`config.mk`:
```
export PLATFORM = sky130hd
export DESIGN_NAME = delay_hold
export DESIGN_NICKNAME = d
export VERILOG_FILES = /design/src/rtl/delay_hold.sv
export SDC_FILE = /design/constraint.sdc
export NUM_CORES = 1
export LEC_CHECK = 0
export ABC_AREA = 1
export CAP_MARGIN = 20
export CORE_AREA = 2 2 39 41
export CTS_CLUSTER_DIAMETER = 120
export DETAILED_ROUTE_END_ITERATION = 10
export DIE_AREA = 0 0 41 43
export SETUP_SLACK_MARGIN = 0.02
export SKIP_CTS_REPAIR_TIMING = 1
export SLEW_MARGIN = 20
export SYNTH_ARGS = -nofsm -noshare
export SYNTH_HDL_FRONTEND = slang
export SYNTH_SLANG_ARGS = --single-unit
export TNS_END_PERCENT = 100
```
`constraint.sdc`:
```
create_clock -name CLK -period 2.8 [get_ports CLK]
set_clock_uncertainty 0.1 [all_clocks]
set_input_delay 0.56 -clock CLK [delete_from_list [all_inputs] [get_ports CLK]]
set_output_delay 0.56 -clock CLK [all_outputs]
set_load 0.01 [all_outputs]
```
`src/rtl/delay_hold.sv`:
```
// Off-delay (hold) stretcher: 'out' rises one cycle after 'in' and stays high for a
// fixed hold time after 'in' falls, unless 'in' returns or 'flush' ends the hold early.
module delay_hold #(
    parameter logic INIT           = 1'b0,
    parameter int   NBITS          = 4,
    parameter int   CMP_NUM_MSBITS = 4
) (
    input  logic CLK,
    input  logic RST,
    input  logic in,
    input  logic flush,
    output logic out,
    output logic holding,
    output logic expired
);

    localparam int CMP = (CMP_NUM_MSBITS < NBITS) ? CMP_NUM_MSBITS : NBITS;

    typedef enum logic [1:0] {
        IDLE = 2'd0,
        ON   = 2'd1,
        HOLD = 2'd2
    } state_t;

    localparam state_t RESET_STATE = INIT ? ON : IDLE;

    // Power-up values match the reset values, so the block is sane even before RST.
    state_t           state     = RESET_STATE;
    logic [NBITS-1:0] count     = '0;
    logic             out_q     = INIT;
    logic             holding_q = 1'b0;
    logic             expired_q = 1'b0;

    // Only the top CMP bits decide expiry; checked before incrementing, so no wrap.
    logic expire_now;
    assign expire_now = &count[NBITS-1 -: CMP];

    // NOTE: all state uses non-blocking assignments so every register samples
    // the pre-edge values of the others, independent of statement order.
    always_ff @(posedge CLK) begin
        if (RST) begin
            state     <= RESET_STATE;
            out_q     <= INIT;
            holding_q <= 1'b0;
            expired_q <= 1'b0;
            count     <= '0;
        end else begin
            expired_q <= 1'b0;
            if (in) begin
                state     <= ON;
                out_q     <= 1'b1;
                holding_q <= 1'b0;
                count     <= '0;
            end else begin
                case (state)
                    IDLE: begin
                        state <= IDLE;
                    end
                    ON: begin
                        if (flush) begin
                            state     <= IDLE;
                            out_q     <= 1'b0;
                            expired_q <= 1'b1;
                        end else begin
                            state     <= HOLD;
                            holding_q <= 1'b1;
                            count     <= '0;
                        end
                    end
                    HOLD: begin
                        if (flush || expire_now) begin
                            state     <= IDLE;
                            out_q     <= 1'b0;
                            holding_q <= 1'b0;
                            expired_q <= 1'b1;
                            count     <= '0;
                        end else begin
                            count <= count + 1'b1;
                        end
                    end
                    default: begin
                        state     <= IDLE;
                        out_q     <= 1'b0;
                        holding_q <= 1'b0;
                        count     <= '0;
                    end
                endcase
            end
        end
    end

    assign out     = out_q;
    assign holding = holding_q;
    assign expired = expired_q;

endmodule

```
==> impl_results.md, run 1 <==
* Core area at 1380 um2
* RSZ-0062 raised after global routing: false
* Gpl congestion at 0.748
* Met3 layer usage reported by global route at 1.57%
* Met1 GRT Util at 14.9%
* Overflow after GRT at 0
* Design area at 559 um2
* Final Setup Violations at 0
* Floorplan row count at 14
* TritonCTS clock tree: done
* Num CTS Buffers at 3
* Pwr Density at 480 nW/um2
* Post-route ant nets at 0
* Worst EP required at 2140 ps
* Mux contribution to synthesized area at 0%
* Final hold viol count at 0
* GR Util met2 at 13.4%
* Simple-gate share of the synthesized area at 26.8%
* PortBufs at 6
* Initial antenna violation count at 0
* Post-DP Area at 533 um2
* Largest net degree at the start of global routing at 6
* Reg2reg setup slack at 1460 ps
* Sequential fraction of the synthesis area at 39.8%
* WL/cell at 9.88 um
* Synth Instances at 54
* DR vias/cell at 4.31
* Hold Path Depth at 2
* Die area at 1760 um2
* Post-synthesis adder-cell area fraction at 11.0%
* Global-route wire length before repair at 1230 um
* Tightest Pin Transition at 171 ps
* Slowest CP cell: clkdlybuf4s50_1
* Tot GR Track Use at 10.8%
* Proportion of layout cells with a drive suffix above 1 at 18.8%
* Layout net count at 73
* Synth cell types at 19
* Cells along the critical path: clkdlybuf4s50_1
* Area share of the largest cell type after synthesis at 39.8%
* Initial Utilization at 32.7%
* Peak VDD IR at 0.186 mV
* Largest family of logic cells by synthesized area: simple AND/OR/NAND/NOR gates
* Clock sinks at 9
* Worst r2r path cells at 7
* Ranking of synthesized cells by area: dfxtp_1, ha_1, nand2_2, inv_1, a21oi_1
* Max Fclk at 0.554 GHz
* Worst hold slack at 367 ps
* Busiest grt layer: met1
* Drt pass-1 iters at 4
* Final core occ at 40.4%
* I/O pin count at 7
* Top-count cell post-synth: dfxtp_1
* Clock slew at reported path FFs at 70 ps
* EDFF count, synth at 0
* Post-Syn Nets at 62
* Compound-Gate Fraction of Synth Area at 9.94%
* Clk_lat worst skew at 270 ps
* Vias at 345
* Clock Root Buffer: clkbuf_4
* Pleak at 0.236 nW
* Die width at 41 um
* Synth Flop Type: dfxtp_1
* Design Power at 0.000269 W
* Critical Path Source Type: register
* Fin crit period at 1810 ps
* Final WL at 790 um
* Die height at 43 um
* WP data arrival at 1150 ps
* Stages on the worst setup path at 1
* CTS Buffer Depth at 2
* Critical Setup Path Class: register to output pin
* Crit Path Max Fanout at 2
* Yosys top cell by area: dfxtp_1
* Yosys warns at 0
* Period utilization at 64.5%
* Antenna cells at 0
* Mapped Area at 453 um2
* Critical Path Max Stage Delay at 540 ps
* Status: completed
* Max Cap Violations at 0
* Synth cell count leaders: dfxtp_1, inv_1, nand2_1, nor2_1
* Crit end category: output pin
* Pins Over Slew Limit at 0
* Yosys reg bits at 9
* # DRC at 0
* Syn Area/Cell at 8.39 um2
* Vias in the first global route at 302
* Layout area overhead at 23.5%
* FILL cells at 141
* Worst rel slew slack at 88.6%
* Hold WC Path Type: register to register
* Setup TNS at 0 ps
* H-Tree Depth at 1
* Buf/Inv on CP at 1
* Initial drt markers at 7
* CP top delay family: buffers and inverters
* Fraction of registers with async set/reset at 0%
* XOR/XNOR Fraction of Synth Area at 5.80%
* HPWL after DPL at 574 um
## power by group
part | internal [W] | switching [W] | total (W) | leakage, nW
sequential | 0.000131 | 0.00000215 | 0.000133 | 0.0733
clock | 0.0000551 | 0.0000497 | 0.000105 | 0.0150
combinational | 0.0000138 | 0.0000165 | 0.0000304 | 0.148
## worst paths after layout
check / end / start
worst max-delay path: holding / holding$_SDFFE_PP0P_
worst min-delay path: out$_SDFFE_PP0P_ / out$_SDFFE_PP0P_
worst max register to register: count[1]$_SDFFE_PP0P_ / state[0]$_SDFFE_PP0P_
worst min register to register: out$_SDFFE_PP0P_ / out$_SDFFE_PP0P_
## per-stage QoR
step	setup slack, ps	std cells
5_1_grt	958	80
3_3_place_gp	1080	76
3_5_place_dp	1070	76
6_report	994	80
2_1_floorplan	1570	54
4_1_cts	998	80
## sequential cells by signal, indices dropped and copies added, names as in the netlist
signal,flops
count,4
expired,1
holding,1
out,1
state,2
## metal layers
metal | vias to the layer above | share of wire, %
met5 | - | 0
met4 | 0 | 1.8
met3 | 2 | 2.8
met2 | 8 | 44
met1 | 144 | 52
li1 | 191 | -
## final cells by class
| type | count | area [um2] | share of cell area (%) |
|---|---|---|---|
| flip-flops and latches | 9 | 180 | 32.2 |
| well taps | 16 | 20.0 | 3.58 |
| clock buffers | 4 | 26.3 | 4.70 |
| inverters | 8 | 30.0 | 5.37 |
| multi-input cells | 37 | 243 | 43.4 |
| repair buffers | 6 | 60.1 | 10.7 |
## cell families (layout without fill, tap and decap cells)
logic type / count (synthesis) / count (layout)
flops: 9 / 9
compound gates: 8 / 8
simple gates: 22 / 22
xor+xnor: 3 / 3
fa+ha+maj: 4 / 4
buf+inv: 8 / 18
## placed cells by master (no fill, tap or decap), types with 2 or more instances in the layout
master           Yosys  layout
nand3_1              4       4
nor2_1               5       5
inv_1                6       6
ha_1                 4       4
dfxtp_1              9       9
a21oi_1              4       4
nand2_2              4       4
inv_2                2       2
clkbuf_4             0       3
xor2_1               2       2
clkdlybuf4s50_1      0       6
nand2_1              5       5
No activity file was read; power rests on OpenSTA's default activity.
==> run 2, diff against run 1 <==
==> constraint.sdc (replaced) <==
create_clock -name CLK -period 1.9 [get_ports CLK]
set_clock_uncertainty 0.1 [all_clocks]
set_input_delay 0.38 -clock CLK [delete_from_list [all_inputs] [get_ports CLK]]
set_output_delay 0.38 -clock CLK [all_outputs]
set_load 0.01 [all_outputs]
==> impl_results.md, run 2 (synthesized netlist as in run 1, its figures left out) <==
* Num CTS Buffers at 3
* Max reg flops at 4
* Vias in the first global route at 344
* Final Setup Violations at 0
* DR vias/cell at 4.41
* CP Capture Point: holding
* R2r startpoint: state[1]$_SDFFE_PP0P_
* Critical Setup Path Class: register to output pin
* Antenna cells at 0
* Multi-input logic area at 243 um2
* Largest Register: count
* Core area at 1380 um2
* Worst rel slew slack at 88.4%
* Cells along the critical path: clkdlybuf4s50_1
* Most frequent cells in the layout: dfxtp_1, inv_1, clkdlybuf4s50_1, nor2_1, nand2_1
* Slowest CP cell: clkdlybuf4s50_1
* CTS Buffer Depth at 2
* Tot GR Track Use at 11.2%
* Pins Over Slew Limit at 0
* FILL cells at 140
* Pleak at 0.236 nW
* Layout area overhead at 23.5%
* Critical Path Source Type: register
* Highest metal used: met4
* Commonest non-fill, non-tap cell in the layout: dfxtp_1
* Die height at 43 um
* Reg2reg setup slack at 560 ps
* Top Registers: count (4), state (2)
* Drt pass-1 iters at 4
* Final WS setup at 305 ps
* Layout net count at 73
* Initial antenna violation count at 0
* Gpl congestion at 0.750
* Stages on the worst setup path at 1
* Global-route wire length before repair at 1320 um
* Crit Path Max Fanout at 2
* Tightest Pin Transition at 173 ps
* Initial Utilization at 32.7%
* CP top delay family: buffers and inverters
* Final hold viol count at 0
* Setup TNS at 0 ps
* Hold WC Path Type: register to register
* Met3 wire len at 24 um
* M1 WL at 362 um
* Worst r2r dst: count[1]$_SDFFE_PP0P_
* Proportion of layout cells with a drive suffix above 1 at 18.8%
* Worst EP required at 1420 ps
* Hold Path Depth at 2
* WP data arrival at 1110 ps
* Fin crit period at 1590 ps
* I/O pin count at 7
* Peak VDD IR at 0.360 mV
* Overflow after GRT at 0
* Period utilization at 83.9%
* Final WL at 751 um
* RSZ-0062 raised after global routing: false
* Initial drt markers at 3
* Met2 WL at 344 um
* Status: completed
* Worst r2r path cells at 7
* Pwr Density at 693 nW/um2
* Vias at 353
* Crit path launch: holding$_SDFFE_PP0P_
* Hold path start: out$_SDFFE_PP0P_
* Max Cap Violations at 0
* Clock Root Buffer: clkbuf_4
* PortBufs at 6
* Post-route ant nets at 0
* # DRC at 0
* Critical Path Max Stage Delay at 530 ps
* H-Tree Depth at 1
* Die area at 1760 um2
* Clock slew at reported path FFs at 60 ps
* Die width at 41 um
* Worst hold slack at 371 ps
* Largest net degree at the start of global routing at 6
* HPWL after DPL at 584 um
* Clk_lat worst skew at 250 ps
* Crit end category: output pin
* Max Fclk at 0.627 GHz
* Register area at 180 um2
* TritonCTS clock tree: done
* Pre-CTS setup slack at 344 ps
* WL/cell at 9.39 um
* Buf/Inv on CP at 1
* Clock sinks at 9
* Floorplan row count at 14
==> run 2: cell counts in the layout (fill, tap and decap cells not counted) <==
Identical to the previous run, type by type.
==> run 2: worst min path at each step <==
stage                                  endpoint
after floorplan                out$_SDFFE_PP0P_
after global placement         out$_SDFFE_PP0P_
after detailed placement       out$_SDFFE_PP0P_
after CTS                      out$_SDFFE_PP0P_
after global routing      state[0]$_SDFFE_PP0P_
final                          out$_SDFFE_PP0P_
==> run 2: area by class of cell <==
| cell class | count | area share, % |
|---|---|---|
| Clock buffer | 4 | 4.70 |
| Multi-Input combinational cell | 37 | 43.4 |
| Timing Repair Buffer | 6 | 10.7 |
| Sequential cell | 9 | 32.2 |
| Tap cell | 16 | 3.58 |
| Inverter | 8 | 5.37 |
==> run 2: worst register-to-register path: stages, from the launching register on <==
cell and delay [ps]:
dfxtp_1 360, inv_1 70, ha_1 220, nand2_2 100
nand2_4 60, or2_0 190, o21ai_0 80, nor2_1 50
==> run 2: power by group <==
group	switching, W	internal [W]
clock network	0.0000649	0.0000807
logic	0.0000246	0.0000206
registers	0.00000313	0.000193
total	0.0000927	0.000295
==> run 2: routing by layer <==
layer	track usage, %	vias to the layer above
met5	0	-
met4	8.00	0
met3	3.14	2
met2	15.9	5
met1	13.7	152
li1	-	194
==> run 2: per-stage QoR <==
| step | total power, W | cell area (um2) | instances | util (%) |
|---|---|---|---|---|
| floorplan | 0.000228 | 453 | 54 | - |
| global placement | 0.000245 | 533 | 76 | 38.5 |
| detailed placement | 0.000246 | 533 | 76 | 38.5 |
| CTS | 0.000394 | 559 | 80 | 40.4 |
| global route | 0.000410 | 559 | 80 | 40.4 |
| finish | 0.000387 | 559 | 80 | 40.4 |
==> run 3, diff against run 2 <==
==> constraint.sdc (replaced) <==
create_clock -name CLK -period 1.5 [get_ports CLK]
set_clock_uncertainty 0.1 [all_clocks]
set_input_delay 0.3 -clock CLK [delete_from_list [all_inputs] [get_ports CLK]]
set_output_delay 0.3 -clock CLK [all_outputs]
set_load 0.01 [all_outputs]
==> impl_results.md, run 3 (synthesized netlist as in run 1, its figures left out) <==
* Post-DP Area at 533 um2
* Most frequent cells in the layout: dfxtp_1, inv_1, nor2_1, nand2_1
* Reg2reg setup slack at 160 ps
* Initial Utilization at 32.7%
* I/O pin count at 7
* Worst r2r path cells at 7
* Final core occ at 41.0%
* Sw Ratio at 24.4%
* Initial drt markers at 4
* Fin cells at 80
* Fin crit period at 1340 ps
* Drt pass-1 iters at 4
* R2r startpoint: state[1]$_SDFFE_PP0P_
* Die width at 41 um
* Layout net count at 73
* Final WS setup at 163 ps
* HPWL after DPL at 583 um
* Slowest CP cell: dfxtp_1
* Layout area overhead at 25.1%
* Commonest non-fill, non-tap cell in the layout: dfxtp_1
* Tightest Pin Transition at 173 ps
* Placed insts at 76
* Num CTS Buffers at 3
* Worst r2r dst: count[1]$_SDFFE_PP0P_
* Critical Path Max Stage Delay at 360 ps
* Antenna cells at 0
* Die height at 43 um
* Cells along the critical path: inv_1 -> ha_1 -> nand2_2 -> nand2_4 -> or2_0 -> o21ai_0 -> nor2_1
* Proportion of layout cells with a drive suffix above 1 at 18.8%
* Worst rel slew slack at 88.4%
* TritonCTS clock tree: done
* FILL cells at 145
* Switching power at 0.000121 W
* Final WL at 787 um
* Floorplan row count at 14
* Post-route ant nets at 0
* Clock sinks at 9
* CTS Buffer Depth at 2
* Crit Path Max Fanout at 4
* Vias at 351
* Critical Setup Path Class: register to register
* Crit path launch: state[1]$_SDFFE_PP0P_
* Worst EP required at 1550 ps
* Initial antenna violation count at 0
* Pwr Density at 870 nW/um2
* Clk_lat worst skew at 260 ps
* Global-route wire length before repair at 1370 um
* RSZ-0062 raised after global routing: false
* Design area at 567 um2
* Pleak at 0.286 nW
* Hold path start: out$_SDFFE_PP0P_
* Peak VDD IR at 0.393 mV
* Hold WC Path Type: register to register
* Clock slew at reported path FFs at 60 ps
* Largest net degree at the start of global routing at 6
* DR vias/cell at 4.39
* H-Tree Depth at 1
* Overflow after GRT at 0
* Final Setup Violations at 0
* Max Cap Violations at 0
* Max Fclk at 0.748 GHz
* Vias in the first global route at 341
* Max reg flops at 4
* WL/cell at 9.84 um
* PortBufs at 6
* Int Pwr at 0.000373 W
* WP data arrival at 1390 ps
* Clock Root Buffer: clkbuf_4
* Tot GR Track Use at 12.2%
* Pre-CTS setup slack at 15.3 ps
* # DRC at 0
* Pins Over Slew Limit at 0
* Status: completed
* Period utilization at 89.1%
* Gpl congestion at 0.707
* Die area at 1760 um2
* Top Registers: count (4), state (2)
* Logic pwr share at 11.4%
* Design Power at 0.000493 W
* CP Capture Point: count[1]$_SDFFE_PP0P_
* Final hold viol count at 0
* Critical Path Source Type: register
* Core area at 1380 um2
* Clock Power Share at 38.2%
* Hold Path Depth at 2
* Crit end category: register
* Reg power frac at 50.4%
* Largest Register: count
## run 3: cell count changes in the layout (fill, tap and decap cells not counted), sizes merged
| cell | delta |
|---|---|
| clkdlybuf4s50 | -3 |
| dlymetal6s2s | +3 |
## run 3: layout make-up
| type | instances | area, um2 | area share, % |
|---|---|---|---|
| flip-flops and latches | 9 | 180 | 31.8 |
| inverters | 8 | 30.0 | 5.30 |
| clock buffers | 4 | 26.3 | 4.64 |
| repair buffers | 6 | 67.6 | 11.9 |
| multi-input cells | 37 | 243 | 42.8 |
| well taps | 16 | 20.0 | 3.53 |
## run 3: worst min path at each step
stage,end,slack [ps]
finish,out$_SDFFE_PP0P_,360
global placement,out$_SDFFE_PP0P_,360
floorplan,out$_SDFFE_PP0P_,270
global route,out$_SDFFE_PP0P_,410
detailed placement,out$_SDFFE_PP0P_,360
CTS,out$_SDFFE_PP0P_,370
## run 3: stage by stage
step | TNS [ps] | hold slack (ps)
3_5_place_dp | 0 | 357
6_report | 0 | 359
4_1_cts | -84.9 | 366
2_1_floorplan | 0 | 269
3_3_place_gp | 0 | 358
5_1_grt | 0 | 406
## run 3: power groups by stage
stage	Clock [W]	Sequential [W]	Combinational, W
4_1_cts	0.000202	0.000249	0.0000569
3_5_place_dp	0	0.000254	0.0000564
3_3_place_gp	0	0.000254	0.0000564
6_report	0.000188	0.000249	0.0000562
2_1_floorplan	0	0.000255	0.0000343
5_1_grt	0.000216	0.000249	0.0000625
## run 3: critical path, delay by kind of cell, from the launching register on
family / cells / cell delay, ps
AND/OR/NAND/NOR: 4 / 400
buffers and inverters: 1 / 70
AO/OA/AOI/OAI: 1 / 80
adder cells (fa/ha/maj): 1 / 220
flip-flops: 1 / 360
## run 3: metal layers
layer  wire (um)  global-route usage, %  up-vias
li1            -                      -      190
met1         389                   16.0      154
met2         354                   15.0        5
met3          23                   1.57        2
met4          19                   14.0        0
met5           0                      0        -
